[src/rtl/if_prefetch.sv]
// if_prefetch: fetch stage holding the PC, issuing sequential word fetches
// and buffering returned instructions with their PCs for decode.
//
// Ports:
//   clk, rst_n       clock, async active-low reset
//   jump_flag_i/
//   jump_addr_i      redirect (flush queue, drop in-flight responses)
//   hold_i           stop issuing new requests only
//   req_*            fetch request channel (valid/ready)
//   resp_*           in-order instruction responses
//   inst_*, pc_o     head of queue to decode (valid/ready)
//   fetch_stall_o    queue empty while running
module if_prefetch #(
  parameter int unsigned ADDR_W   = 64,
  parameter int unsigned INST_W   = 32,
  parameter logic [63:0] RESET_PC = 64'h0000_0000_8000_0000,
  parameter int unsigned DEPTH    = 4
) (
  input  logic              clk,
  input  logic              rst_n,
  input  logic              jump_flag_i,
  input  logic [ADDR_W-1:0] jump_addr_i,
  input  logic              hold_i,
  output logic              req_valid_o,
  output logic [ADDR_W-1:0] req_addr_o,
  input  logic              req_ready_i,
  input  logic              resp_valid_i,
  input  logic [INST_W-1:0] resp_inst_i,
  output logic              inst_valid_o,
  output logic [INST_W-1:0] inst_o,
  output logic [ADDR_W-1:0] pc_o,
  input  logic              inst_ready_i,
  output logic              fetch_stall_o
);

  localparam int unsigned PW = $clog2(DEPTH);
  localparam int unsigned CW = PW + 1;

  localparam logic [ADDR_W-1:0] RST_PC =
    RESET_PC[ADDR_W-1:0];
  localparam logic [CW:0] DEPTH_W = (CW+1)'(DEPTH);
  localparam logic [ADDR_W-1:0] STEP = ADDR_W'(4);

  logic [ADDR_W-1:0] fetch_pc_q, fetch_pc_d;
  logic [ADDR_W-1:0] resp_pc_q, resp_pc_d;
  logic [PW-1:0]     rd_ptr_q, rd_ptr_d;
  logic [PW-1:0]     wr_ptr_q, wr_ptr_d;
  logic [CW-1:0]     count_q, count_d;
  logic [CW-1:0]     outst_q, outst_d;
  logic [CW-1:0]     disc_q, disc_d;

  logic [INST_W-1:0] inst_mem_q [DEPTH];
  logic [ADDR_W-1:0] pc_mem_q   [DEPTH];

  logic [ADDR_W-1:0] jump_tgt;
  logic [CW:0]       used;
  logic              credit;
  logic              req_fire;
  logic              not_empty;
  logic              enq;
  logic              drop;
  logic              deq;
  logic              unused_jmp_lsb;

  assign jump_tgt = {jump_addr_i[ADDR_W-1:2], 2'b00};
  assign unused_jmp_lsb = ^jump_addr_i[1:0];

  // Credit covers both buffered and in-flight
  // entries, so a response always has a slot.
  assign used   = {1'b0, count_q} + {1'b0, outst_q};
  assign credit = used < DEPTH_W;

  assign req_valid_o = rst_n & credit
                     & ~hold_i & ~jump_flag_i;
  assign req_addr_o  = fetch_pc_q;
  assign req_fire    = req_valid_o & req_ready_i;

  assign not_empty    = count_q != '0;
  assign inst_valid_o = not_empty & ~jump_flag_i;
  assign inst_o = not_empty ? inst_mem_q[rd_ptr_q] : '0;
  assign pc_o   = not_empty ? pc_mem_q[rd_ptr_q] : '0;
  assign fetch_stall_o = rst_n & ~not_empty;

  assign enq  = resp_valid_i & ~jump_flag_i
              & (disc_q == '0);
  assign drop = resp_valid_i & ~jump_flag_i
              & (disc_q != '0);
  assign deq  = inst_valid_o & inst_ready_i;

  always_comb begin
    fetch_pc_d = fetch_pc_q;
    resp_pc_d  = resp_pc_q;
    rd_ptr_d   = rd_ptr_q;
    wr_ptr_d   = wr_ptr_q;
    count_d    = count_q;
    disc_d     = disc_q;
    outst_d    = outst_q + CW'(req_fire)
               - CW'(resp_valid_i);
    if (jump_flag_i) begin
      fetch_pc_d = jump_tgt;
      resp_pc_d  = jump_tgt;
      rd_ptr_d   = '0;
      wr_ptr_d   = '0;
      count_d    = '0;
      // Everything still in flight after this
      // edge belongs to the old stream.
      disc_d     = outst_q - CW'(resp_valid_i);
    end else begin
      if (req_fire) fetch_pc_d = fetch_pc_q + STEP;
      if (enq) begin
        wr_ptr_d  = wr_ptr_q + PW'(1);
        resp_pc_d = resp_pc_q + STEP;
      end
      if (deq) rd_ptr_d = rd_ptr_q + PW'(1);
      if (drop) disc_d = disc_q - CW'(1);
      count_d = count_q + CW'(enq) - CW'(deq);
    end
  end

  always_ff @(posedge clk or negedge rst_n) begin
    if (!rst_n) begin
      fetch_pc_q <= RST_PC;
      resp_pc_q  <= RST_PC;
      rd_ptr_q   <= '0;
      wr_ptr_q   <= '0;
      count_q    <= '0;
      outst_q    <= '0;
      disc_q     <= '0;
    end else begin
      fetch_pc_q <= fetch_pc_d;
      resp_pc_q  <= resp_pc_d;
      rd_ptr_q   <= rd_ptr_d;
      wr_ptr_q   <= wr_ptr_d;
      count_q    <= count_d;
      outst_q    <= outst_d;
      disc_q     <= disc_d;
    end
  end

  always_ff @(posedge clk or negedge rst_n) begin
    if (!rst_n) begin
      for (int i = 0; i < DEPTH; i++) begin
        inst_mem_q[i] <= '0;
        pc_mem_q[i]   <= '0;
      end
    end else if (enq) begin
      inst_mem_q[wr_ptr_q] <= resp_inst_i;
      pc_mem_q[wr_ptr_q]   <= resp_pc_q;
    end
  end

endmodule
[config.mk]
export PLATFORM = sky130hd
export DESIGN_NAME = if_prefetch
export DESIGN_NICKNAME = d
export VERILOG_FILES = /design/src/rtl/if_prefetch.sv
export SDC_FILE = /design/constraint.sdc
export NUM_CORES = 1
export LEC_CHECK = 0
export BUFFER_PORTS_ARGS = -buffer_cell sky130_fd_sc_hd__buf_2
export CAP_MARGIN = 10
export CORE_MARGIN = 2
export CORE_UTILIZATION = 55
export CTS_CLUSTER_DIAMETER = 150
export DETAILED_ROUTE_END_ITERATION = 12
export GPL_TIMING_DRIVEN = 0
export PLACE_DENSITY = 0.77
export SLEW_MARGIN = 20
export SYNTH_ARGS = -nofsm -noshare
export SYNTH_HDL_FRONTEND = slang
export SYNTH_SLANG_ARGS = --single-unit
[constraint.sdc]
create_clock -name clk -period 6.9 [get_ports clk]
set_input_delay 1.38 -clock clk [delete_from_list [all_inputs] [get_ports clk]]
set_output_delay 1.38 -clock clk [all_outputs]
set_load 0.1 [all_outputs]
==> results.md <==
* Clk pin slew, worst setup/hold paths at about 60 ps
* Pwr Density at 427.7 nW/µm²
* Layout cells sized above 1 at a little over a third
* H-tree depth at 2
* Register area share after synthesis at between 50% and 60%
* CP max stage delay at 650 ps
* Largest net degree at the start of global routing at 108
* Pre-CTS WS at 1370 ps
* DR WL/cell at 23.37 µm
* Placer Congestion at 0.9630
* Port Buffers at 259
* CP max-delay cell: clkbuf_1
* Final Skew at 25.78 ps
* Antenna viol nets, final at 0
* Critical path class: input pin to output port
* IO Count at ~270
* CTS tree: done
* Yosys cell types at 56
* Fin nets at 2429
* Fillcell total at 3345
* Crit path buf inv count at 5
* Cell Area, Synth at 24800 µm²
* Synth area leader: dfrtp_1
* Total setup buffers inserted after CTS at 0
* TritonCTS Sinks at 513
* Worst Hold Class: flop to flop
* Core Area at 44410 µm²
* Status: finished, final reports clean
* Drt first pass iters at 5
* Critical path data required time at about 5500 ps
* Post-CTS Hold Fix Bufs at 0
* Most common cell in the netlist: dfrtp_1
* Final setup violation count at 0
* Initial antenna violation count at 1
* Max cap viols at 0
* Post-layout minimum cycle time at 5302 ps
* Synthesized flop and latch total at 513
* Total wire length at 68790 µm
* Worst vdd ir at approximately 0.54 mV
* First-pass GRT wire length at 107400 µm
* Startpoint types: input pin
* Clk root buf: clkbuf_16
* Fin Hold WS at 480.4 ps
* Synth top area share at 51.55%
* CP Cell Sequence: buf_2, clkbuf_1, clkbuf_1, buf_1, nor2_1, buf_2
* Worst setup EP type: output port
* Die Y at 216.4 µm
* Final Core Density at around two thirds
* Post-Syn Instances at between 1.5k and 2k
* Vias in the first global route at 18.39k
* CTS Buf Count at 54
* FP Rows at 77
* Data arrival, critical path at 3920 ps
* Gr ovfl total at 0
* Most frequent cells after synthesis: dfrtp_1, mux2_2, nand2_1
* Fraction of registers with async set/reset at 100.0%
* # resized after CTS at 0
* Number of synthesized flops with an enable pin at 0
* Final Cycle Share at between 70% and 80%
* Fmax achieved at around 190 MHz
* Least-Margin Pin Slew at 999.7 ps
* Pleak at about 0.013 µW
* Drc violations at 0
* Max-slew headroom at between 30 and 40%
* HPWL Detailed at 49770 µm
* Sum Neg Setup Slack at 0 ps
* Gr usage total at between 20% and 30%
* Unrepaired setup endpoints after global routing: no
* Top_reg_cell synth: dfrtp_1
* Ranking of synthesized cells by area: dfrtp_1, mux2_2, mux4_2, and2_1, nand2_1
* Syn_area_per_cell at roughly 12 µm²
* Hold Violations, Final at 0
* Vias per inst at 6.110
* Layout area overhead at 16.28%
* Die area at approximately 47000 µm²
* Worst setup margin at 1598 ps
* Deepest clock path buffer count at 3
* N_diodes at 0
* Pins Over Slew Limit at 0
* Crit-path max FO at 10
* Initial Utilization at 55.85%
* Routed via count at 17.98k
* Clock latency on the worst-skew pair at 620 ps
* Synth Warn # at 0
* Initial DRC count at 1669
* Die W at between 200 and 250 µm
* Crit-path leading delay family: buffers and inverters
## path summary, 6_finish.rpt
check,startpoint,end,slack [ps],depth (start not counted)
worst min register to register,pc_mem_q[246]$_DFFE_PN0P_,pc_mem_q[246]$_DFFE_PN0P_,480,2
worst max-delay path,jump_flag_i,inst_valid_o,1600,6
max in group asynchronous,rst_n,pc_mem_q[31]$_DFFE_PN0P_,4560,3
min in group asynchronous,rst_n,inst_mem_q[51]$_DFFE_PN0P_,820,1
worst min-delay path,pc_mem_q[246]$_DFFE_PN0P_,pc_mem_q[246]$_DFFE_PN0P_,480,2
worst max register to register,count_q[1]$_DFF_PN0_,outst_q[2]$_DFF_PN0_,2690,14
## kinds of logic (layout without fill, tap and decap cells)
family,Yosys count,in the layout,synth area share [%]
buf+inv,178,541,2.855
flops,513,513,51.77
other cells,1,4,0.01512
compound gates,187,187,4.515
mux,463,463,25.28
simple gates,541,541,11.64
fa+ha+maj,18,18,0.9685
xor+xnor,84,84,2.966
## through the flow
step / power (µW) / instance area, µm² / std cells
3_5_place_dp: 9385 / 27000 / 2844
6_report: 12340 / 28840 / 2943
4_1_cts: 12390 / 28840 / 2943
2_1_floorplan: 8239 / 24820 / 1988
5_1_grt: 12820 / 28840 / 2943
3_3_place_gp: 9231 / 26850 / 2839
## state kept, by name, summed over array words and instances, names as in the netlist
name        count
disc_q          3
pc_mem_q      248
req_addr_o     62
wr_ptr_q        2
outst_q         3
inst_mem_q    128
resp_pc_q      62
rd_ptr_q        2
count_q         3
## power breakdown
group / leakage, µW / internal (µW) / switching [µW]
clock: 0.000912 / 1760 / 1240
sequential: 0.00671 / 3660 / 423
combinational: 0.00580 / 1510 / 3740
total: 0.0134 / 6930 / 5400
## area by class of cell
class / instances / area [µm²] / share of cell area (%)
well taps: 592 / 740.7 / 2.568
repair buffers: 264 / 1444 / 5.006
clock buffers: 79 / 1605 / 5.566
clock inverters: 20 / 236.5 / 0.8199
multi-input cells: 1297 / 11270 / 39.07
flip-flops and latches: 513 / 12840 / 44.52
plain buffers: 147 / 591.8 / 2.052
inverters: 31 / 116.4 / 0.4035
## worst reg2reg max path, delay by kind of cell, from the launching register on
kind | cells | cell delay (ps)
xor+xnor | 2 | 330
flops | 1 | 450
buf+inv | 6 | 1800
simple gates | 2 | 370
fa+ha+maj | 4 | 1180
## per-layer routing
metal | vias up | track usage (%) | share of wire, %
met5 | - | 0 | 0.019
met1 | 9319 | 42.93 | 43
met4 | 2 | 7.808 | 2.6
met3 | 132 | 5.558 | 7.7
met2 | 695 | 46.92 | 47
li1 | 7833 | - | -
## cell usage in the layout (no fill, tap or decap), types with 40 or more instances in the layout
cell / n
dfrtp_1: 511
mux2_2: 367
buf_2: 275
nand2_1: 154
clkbuf_1: 122
and2_1: 105
mux4_2: 94
o21ai_0: 94
nand3_1: 73
nor2_1: 59
clkbuf_16: 54
nand4_1: 45
xor2_1: 44
xnor2_1: 40
Power figures use the tool's default switching activity.
